$ cat src/rtl/mem_port_arbiter.sv
// ---------------------------------------------------------------------------
// mem_port_arbiter
//
// Purpose:
//   Shares one single-ported unified memory between the instruction-fetch
//   (IF) stage and the load/store (MEM) stage. Only one memory transaction is
//   outstanding at a time. The data port normally wins arbitration so older
//   instructions complete first. A starvation counter forces a fetch through
//   after STARVE_MAX consecutive lost arbitrations. Each response is routed
//   back to the stage that owns it, and per-stage stall signals are produced
//   for the pipeline control path.
//
// Parameters:
//   XLEN        address / data width
//   STARVE_MAX  lost arbitrations before fetch is forced through (1..15)
//
// Ports:
//   i_clk, i_rst_n        clock (rising edge), async active-low reset
//   i_if_req/addr/flush   fetch request, fetch address, pipeline flush
//   o_if_rdata/valid      fetched word and its one-cycle completion pulse
//   o_if_stall            IF stage must hold
//   i_dm_req/we/addr      data request, store select, data address
//   i_dm_wdata/be         store data and byte enables
//   o_dm_rdata/valid      load data and its one-cycle completion pulse
//   o_dm_stall            MEM stage must hold
//   o_mem_req/we/addr     request, write enable and address to memory
//   o_mem_wdata/be        write data and byte enables to memory
//   i_mem_gnt             memory accepts the presented request this cycle
//   i_mem_rvalid/rdata    response (or write acknowledge) and its data
// ---------------------------------------------------------------------------
module mem_port_arbiter #(
    parameter int XLEN       = 32,
    parameter int STARVE_MAX = 4
) (
    input  logic            i_clk,
    input  logic            i_rst_n,

    input  logic            i_if_req,
    input  logic [XLEN-1:0] i_if_addr,
    input  logic            i_if_flush,
    output logic [XLEN-1:0] o_if_rdata,
    output logic            o_if_valid,
    output logic            o_if_stall,

    input  logic            i_dm_req,
    input  logic            i_dm_we,
    input  logic [XLEN-1:0] i_dm_addr,
    input  logic [XLEN-1:0] i_dm_wdata,
    input  logic [3:0]      i_dm_be,
    output logic [XLEN-1:0] o_dm_rdata,
    output logic            o_dm_valid,
    output logic            o_dm_stall,

    output logic            o_mem_req,
    output logic            o_mem_we,
    output logic [XLEN-1:0] o_mem_addr,
    output logic [XLEN-1:0] o_mem_wdata,
    output logic [3:0]      o_mem_be,
    input  logic            i_mem_gnt,
    input  logic            i_mem_rvalid,
    input  logic [XLEN-1:0] i_mem_rdata
);

    typedef enum logic [1:0] {
        ST_IDLE     = 2'd0,
        ST_HOLD     = 2'd1,
        ST_WAIT_RSP = 2'd2
    } state_t;

    localparam logic [3:0] STARVE_LIMIT = 4'(STARVE_MAX);

    state_t          r_state;
    state_t          w_state_nxt;

    logic            r_active;
    logic            r_owner_if;
    logic            r_drop;
    logic [3:0]      r_starve_cnt;

    logic            r_we;
    logic [XLEN-1:0] r_addr;
    logic [XLEN-1:0] r_wdata;
    logic [3:0]      r_be;

    logic            w_if_cand;
    logic            w_dm_cand;
    logic            w_any_cand;
    logic            w_fetch_wins;
    logic            w_latch;
    logic            w_rsp;
    logic            w_drop_now;

    logic            w_win_we;
    logic [XLEN-1:0] w_win_addr;
    logic [XLEN-1:0] w_win_wdata;
    logic [3:0]      w_win_be;

    // r_active stays low through reset and for the window between reset
    // release and the first rising edge. Every output is derived either from
    // the FSM (which cannot leave IDLE while r_active is low) or from a term
    // gated by r_active, so the block is silent during that window even if
    // the pipeline is already raising requests.
    always_ff @(posedge i_clk or negedge i_rst_n) begin
        if (!i_rst_n) begin
            r_active <= 1'b0;
        end else begin
            r_active <= 1'b1;
        end
    end

    // Arbitration candidates. A fetch that is being flushed in the same cycle
    // is not worth issuing, so it does not compete. Data wins by default;
    // fetch wins when it is alone or when it has lost STARVE_MAX times in a
    // row.
    assign w_if_cand    = r_active && i_if_req && !i_if_flush;
    assign w_dm_cand    = r_active && i_dm_req;
    assign w_any_cand   = w_if_cand || w_dm_cand;
    assign w_fetch_wins = w_if_cand && (!w_dm_cand || (r_starve_cnt == STARVE_LIMIT));

    // Fields presented by the arbitration winner. Fetches are always full-word
    // reads, so they carry a zero write enable, all byte enables and no data.
    always_comb begin
        w_win_we    = i_dm_we;
        w_win_addr  = i_dm_addr;
        w_win_wdata = i_dm_wdata;
        w_win_be    = i_dm_be;
        if (w_fetch_wins) begin
            w_win_we    = 1'b0;
            w_win_addr  = i_if_addr;
            w_win_wdata = '0;
            w_win_be    = 4'hF;
        end
    end

    // Next-state and memory-side outputs. In IDLE the winner drives the
    // memory request combinationally so a same-cycle grant costs nothing. In
    // HOLD the latched copy is presented so the request stays stable even if
    // the pipeline inputs move. In WAIT_RSP the request is dropped and we
    // only watch for the response; a response seen in any other state is
    // ignored because nothing is waiting for it.
    always_comb begin
        w_state_nxt = r_state;
        o_mem_req   = 1'b0;
        o_mem_we    = 1'b0;
        o_mem_addr  = '0;
        o_mem_wdata = '0;
        o_mem_be    = 4'h0;
        w_latch     = 1'b0;
        w_rsp       = 1'b0;
        case (r_state)
            ST_IDLE: begin
                if (w_any_cand) begin
                    o_mem_req   = 1'b1;
                    o_mem_we    = w_win_we;
                    o_mem_addr  = w_win_addr;
                    o_mem_wdata = w_win_wdata;
                    o_mem_be    = w_win_be;
                    w_latch     = 1'b1;
                    w_state_nxt = i_mem_gnt ? ST_WAIT_RSP : ST_HOLD;
                end
            end
            ST_HOLD: begin
                o_mem_req   = 1'b1;
                o_mem_we    = r_we;
                o_mem_addr  = r_addr;
                o_mem_wdata = r_wdata;
                o_mem_be    = r_be;
                if (i_mem_gnt) begin
                    w_state_nxt = ST_WAIT_RSP;
                end
            end
            ST_WAIT_RSP: begin
                if (i_mem_rvalid) begin
                    w_rsp       = 1'b1;
                    w_state_nxt = ST_IDLE;
                end
            end
            default: begin
                w_state_nxt = ST_IDLE;
            end
        endcase
    end

    // State register. An asynchronous reset aborts whatever is in flight, so
    // a response that arrives afterwards finds the FSM in IDLE and is ignored.
    always_ff @(posedge i_clk or negedge i_rst_n) begin
        if (!i_rst_n) begin
            r_state <= ST_IDLE;
        end else begin
            r_state <= w_state_nxt;
        end
    end

    // Capture owner and request fields when a transaction leaves IDLE, whether
    // or not it was granted immediately, so HOLD has a stable copy to present.
    always_ff @(posedge i_clk or negedge i_rst_n) begin
        if (!i_rst_n) begin
            r_owner_if <= 1'b0;
            r_we       <= 1'b0;
            r_addr     <= '0;
            r_wdata    <= '0;
            r_be       <= 4'h0;
        end else if (w_latch) begin
            r_owner_if <= w_fetch_wins;
            r_we       <= w_win_we;
            r_addr     <= w_win_addr;
            r_wdata    <= w_win_wdata;
            r_be       <= w_win_be;
        end
    end

    // Drop flag. A flush while a fetch is in flight cannot cancel the memory
    // transaction (the memory has already seen it or is about to), so the
    // transaction runs to completion and only its completion pulse is
    // suppressed. The flag is cleared whenever the FSM returns to IDLE, and a
    // flush has no effect on a data transaction.
    always_ff @(posedge i_clk or negedge i_rst_n) begin
        if (!i_rst_n) begin
            r_drop <= 1'b0;
        end else if (w_rsp || w_latch) begin
            r_drop <= 1'b0;
        end else if ((r_state != ST_IDLE) && r_owner_if && i_if_flush) begin
            r_drop <= 1'b1;
        end
    end

    // Starvation counter. It counts consecutive arbitrations a competing
    // fetch has lost to the data port and saturates at the limit, where the
    // next contested arbitration goes to fetch. Any fetch leaving IDLE means
    // fetch made progress, so the count restarts.
    always_ff @(posedge i_clk or negedge i_rst_n) begin
        if (!i_rst_n) begin
            r_starve_cnt <= 4'd0;
        end else if ((r_state == ST_IDLE) && w_any_cand) begin
            if (w_fetch_wins) begin
                r_starve_cnt <= 4'd0;
            end else if (w_if_cand && (r_starve_cnt != STARVE_LIMIT)) begin
                r_starve_cnt <= r_starve_cnt + 4'd1;
            end
        end
    end

    // Response routing. A flush arriving in the very cycle of the response
    // also discards the fetch, matching the intent of the drop flag. Read
    // data is forced to zero whenever the matching valid is low so the
    // pipeline never sees stale memory data.
    assign w_drop_now = r_drop || i_if_flush;
    assign o_if_valid = w_rsp && r_owner_if && !w_drop_now;
    assign o_dm_valid = w_rsp && !r_owner_if;
    assign o_if_rdata = o_if_valid ? i_mem_rdata : '0;
    assign o_dm_rdata = o_dm_valid ? i_mem_rdata : '0;

    // Stalls are purely combinational so they drop in the same cycle as the
    // completion pulse and the stage can advance on that edge.
    assign o_if_stall = r_active && i_if_req && !o_if_valid;
    assign o_dm_stall = r_active && i_dm_req && !o_dm_valid;

endmodule

$ cat config.mk
export PLATFORM = sky130hd
export DESIGN_NAME = mem_port_arbiter
export DESIGN_NICKNAME = d
export VERILOG_FILES = /design/src/rtl/mem_port_arbiter.sv
export SDC_FILE = /design/constraint.sdc
export NUM_CORES = 1
export LEC_CHECK = 0
export ABC_AREA = 1
export CORE_MARGIN = 2
export CORE_UTILIZATION = 42
export CTS_CLUSTER_SIZE = 20
export DETAILED_ROUTE_END_ITERATION = 10
export PLACE_DENSITY = 0.95
export SLEW_MARGIN = 0
export SYNTH_ARGS = -nofsm -noshare
export SYNTH_HDL_FRONTEND = slang
export SYNTH_SLANG_ARGS = --single-unit
$ cat constraint.sdc
create_clock -name i_clk -period 3.6 [get_ports i_clk]
set_clock_uncertainty 0.2 [all_clocks]
set_input_delay 0.9 -clock i_clk [delete_from_list [all_inputs] [get_ports i_clk]]
set_output_delay 0.9 -clock i_clk [all_outputs]
set_load 0.02 [all_outputs]
Word level (Yosys, flattened, before mapping)
Index checks and enable logic that the tools add are counted.

storage, ports and cells
  bits in registers = 78
  bits of input ports = 140

operators by class
  add/sub/neg operators = 1
  muxes and demuxes = 28
  equal/unequal tests = 7
  reduce and logical (&&, ||, !) cells = 29

operator list
  cell                 count
  $mux 32              6
  $pmux 32 s2          2
  $mux 4               4
  $logic_and 1x1->1    13
  $mux 1               8
  $mux 2               4
  $pmux 4 s2           1
  $logic_not 1->1      6
  $ne 2x2->1 const B   3
  $pmux 2 s3           1
  $reduce_bool 2->1    3
  $add 4x1->4 const B  1
  $eq 4x3->1 const B   1
  $logic_or 1x1->1     4
  $ne 4x3->1 const B   1
  $pmux 1 s2           2
  $reduce_and 3->1     1
  $eq 2x1->1 const B   1
  $eq 2x2->1 const B   1
  $logic_not 2->1      1
  $reduce_and 2->1     1

Logic depth before layout (Yosys ltp)
  word-level depth = 7
  gate-level depth with buffers = 9

Worst setup path before layout
No wires, ideal clock.

  kind = input to output
  start point = in i_mem_rvalid
  end point = out o_dm_rdata[10]
  stages on the path = 5
  data arrival time = 1.993 ns
  required time = 2.500 ns
  setup slack = 0.507 ns
  cells stage by stage = nand3_1 -> nor2_1 -> inv_1 -> buf_2 -> nor2_1

between the ends
  cells in the longest elaborated chain, start to end = 4

ends and longest elaborated chain
  item               RTL line  text
  from (decl)        60        input logic i_mem_rvalid,
  $mux 1             173       if (i_mem_rvalid) begin
  $mux 1             150       case (r_state)
  $logic_and 1x1->1  249       assign o_dm_valid = w_rsp && !r_owner_if;
  via o_dm_valid     51        output logic o_dm_valid,
  $mux 32            251       assign o_dm_rdata = o_dm_valid ? i_mem_rdata : '0;
  to (decl)          50        output logic [XLEN-1:0] o_dm_rdata,

The timed path passes the listed nets, and every way through them passes these cells.

Worst setup path after layout
  start point = in i_if_flush
  end point = out o_mem_addr[24]

between the ends
  cells in the longest elaborated chain, start to end = 6

ends and longest elaborated chain
  item                 RTL line  text
  from (decl)          40        input logic i_if_flush,
  $logic_not 1->1 *    115       assign w_if_cand = r_active && i_if_req && !i_if_flush;
  $logic_and 1x1->1 *  115
  $logic_and 1x1->1    118       assign w_fetch_wins = w_if_cand && (!w_dm_cand || (r_starve_cnt == STARVE_LIMIT));
  $mux 32              127       if (w_fetch_wins) begin
  $mux 32 *            152       if (w_any_cand) begin
  $pmux 32 s2 *        150
  to (decl)            56        output logic [XLEN-1:0] o_mem_addr,

Mark *: on every way between the ends. The rest lies on a longest branch, timed or not.

==> results.yml <==
synth:
  ys_seq_elements: 78
  synthArstFlopShare: 1.000
  synth_edf_count: 0
  synth_top_cell_area_share: 0.4049
  synth_fp_nets: 892
  yosys-top-cells-count: "nand2_1 (316), inv_1 (107), nand3_1 (105)"
  yosysTopAreaCell: "dfrtp_1"
  synth_warnings: 0
  yosys-top-cells-area: "dfrtp_1 (40%), nand2_1 (25%), nand3_1 (11%)"
  syn_inst: 750
  syn_area_um2: 4821
  post-synth-top-count-cell: "nand2_1"
  ys_types: 25
  syn_area_per_cell_um2: 6.428
  seq_area_frac_synth: 0.4049
  synthFlopType: "dfrtp_1"
worst_setup_path:
  path_cells: "clkdlybuf4s50_1 > inv_1 > nand3_2 > nand2_2 > nand2_4 > inv_8 > buf_12 > nand3_1 > nand2_1 > clkdlybuf4s15_2"
  r2r_cells: 8
  r2r_slack_ps: 1610
  crit_family: "buffers and inverters"
  rr_startpoint: "r_state[1]"
  slowest_delay_ps: 440
  critPathKind: "in -> out"
  cp.arrival_ps: 2420
  crit_buf_inv: 5
  r2r_end: "r_addr[3]"
  cp.required_ps: 2500
  end_kind: "output port"
  start_kind: "primary input"
  critPathMaxFanout: 13
  crit_slowest_cell: "clkdlybuf4s50_1"
sta:
  fin_crit_sh: 0.9777
  finalHoldViolCount: 0
  layout_setup_ws_ps: 80.11
  worst_pin_slew_ps: 998.4
  setup_violations: 0
  maxSlewViolCount: 0
  rsz0062_at_grt: "yes"
  slew_headroom: 0.3344
  layout_min_cycle_time_ps: 3520
  fmax_ghz: 0.2841
  setup_tns_ps: 0
floorplan:
  io_pins: 278
  std_cell_rows: 39
  dieWidth_um: 111.1
  die_h_um: 111.1
  die_area_um2: 12350
  coreArea_um2: 11320
  start_util: 0.4258
global_route:
  grt_pass1_vias: 5710
  grt_usage: 0.2743
  grt_first_pass_wirelength_um: 27790
  antenna_found_initial: 0
  grt_max_degree: 79
  overflow: 0
power_and_ir_drop:
  ir_drop_mv: 0.2952
  cell_internal_pwr_uw: 2278
  totalPowerFinal_uw: 3711
  p_sw_uw: 1433
  p_per_area_nw_per_um2: 459.6
  swShare: 0.3862
  p_comb_frac: 0.397
  p_leak_uw: 0.004835
  pwr-share-seq: 0.371
  power_frac_clock: 0.232
clock_tree:
  htree_levels: 3
  clkLatencyLatePin_ps: 330
  cts_setup_buffers: 0
  clk_path_buf_depth: 2
  cts_buffers: 9
  clk_pin_slew_ps: 60
  cts_sinks: 78
  cts_root_buffer: "clkbuf_16"
  cts_tree: "yes"
run:
  max_cap_viol_count: 0
drt:
  drt_iter0_markers: 351
  vias_per_cell: 4.885
  ant_nets: 0
  wl_um: 17580
  num_vias: 5945
  drc: 0
  routedWlPerCell_um: 14.45
  drt_first_pass_iters: 6
cells_and_area:
  diodes: 0
  syn2layout_area_growth_pct: 67.51
  fin_util: 0.7133
  drive_gt1_frac: 0.1890
  num-nets-final: 1211
outcome:
  status: "completed"
min_path:
  hp-class: "reg -> reg"
  min_to: "r_addr[29]"
  worstHoldPathCells: 2
  min_from: "r_addr[29]"
placed_design:
  gp_congestion: 0.8962
  io_buffer_count: 277
  pre_cts_ws_ps: -326.7
  dp_hpwl_um: 12820
-- through the flow --
| stage | area [µm²] | hold WS, ps | cells |
|---|---|---|---|
| finish | 8075 | 278.9 | 1217 |
| global placement | 8140 | 261.5 | 1198 |
| floorplan | 4821 | 249.4 | 750 |
| global route | 8075 | 305.4 | 1217 |
| detailed placement | 8140 | 268.9 | 1198 |
| CTS | 8364 | 286.1 | 1214 |
-- what timing repair did --
action,in CTS,in global routing
pin swaps,0,0
cloned,0,3
hold buffers,0,0
setup endpoints to repair,136,113
gates resized for setup,224,148
-- worst register-to-register path, stage by stage (launching register included) --
cell and delay, ps:
dfrtp_1 430, inv_2 60, nand2_2 110, inv_2 50
nand2_4 90, buf_4 110, buf_4 580, nand2_1 170
nand2_1 120
-- cells in the final DEF, fill, tap and decap left out, types with 3 or more instances in the layout --
| master | netlist | routed |
|---|---|---|
| buf_12 | 0 | 8 |
| buf_2 | 22 | 21 |
| buf_4 | 6 | 58 |
| buf_6 | 6 | 3 |
| clkbuf_16 | 0 | 12 |
| clkbuf_2 | 0 | 66 |
| clkdlybuf4s15_1 | 0 | 21 |
| clkdlybuf4s15_2 | 0 | 4 |
| clkdlybuf4s50_1 | 0 | 139 |
| dfrtp_1 | 78 | 78 |
| dlygate4sd2_1 | 0 | 24 |
| inv_1 | 107 | 107 |
| inv_2 | 5 | 3 |
| inv_6 | 0 | 3 |
| nand2_1 | 316 | 314 |
| nand2_2 | 2 | 4 |
| nand3_1 | 105 | 105 |
| nand3_2 | 7 | 7 |
| nor2_1 | 70 | 69 |
-- logic make-up after synthesis --
kind of cell | share of synthesized area
buffers and inverters | 0.1394
other | 0.0007779
adders and majority gates | 0.005190
AOI/OAI and AO/OA | 0.005711
and+or+nand+nor | 0.4423
xor gates and xnor gates | 0.001817
DFF | 0.4049
-- cell type report --
| class | instances | area (µm²) |
|---|---|---|
| Fill cell | 934 | 3246 |
| Timing Repair Buffer | 348 | 3009 |
| Multi-Input combinational cell | 519 | 2218 |
| Sequential cell | 78 | 1952 |
| Inverter | 113 | 436.7 |
| Clock buffer | 9 | 225.2 |
| Tap cell | 143 | 178.9 |
| Clock inverter | 7 | 55.05 |
-- routing by layer --
layer | wire length, µm | track usage | vias up
met1 | 6655 | 0.3174 | 2741
met2 | 9068 | 0.4867 | 278
met4 | 661 | 0.1267 | 0
met5 | 0 | 0 | -
li1 | - | - | 2875
met3 | 1195 | 0.05686 | 51
-- power by group through the flow --
stage          clock network [µW]  logic [µW]  registers, µW
2_1_floorplan                   0         842           1330
3_3_place_gp                    0        1540           1360
3_5_place_dp                    0        1590           1380
4_1_cts                       876        1510           1370
5_1_grt                       913        1620           1410
6_report                      861        1470           1380
-- registers in the layout, indices dropped and copies added, names as in the netlist, 2 cells and up --
signal	flops
r_addr	32
r_be	4
r_starve_cnt	4
r_state	2
r_wdata	32
-- worst max-delay path by stage --
stage                 startpoint  depth (start not counted)  slack [ps]               to
finish                i_if_flush                         10          80   o_mem_addr[24]
global route            i_if_req                          9         -30   o_mem_addr[24]
CTS                     i_if_req                          9         0.5  o_mem_wdata[21]
detailed placement      i_if_req                          9        -330  o_mem_wdata[24]
global placement      i_if_flush                          8        -310   o_if_rdata[12]
floorplan           i_mem_rvalid                          5         510   o_dm_rdata[10]
(Power assumes the default switching activity.)
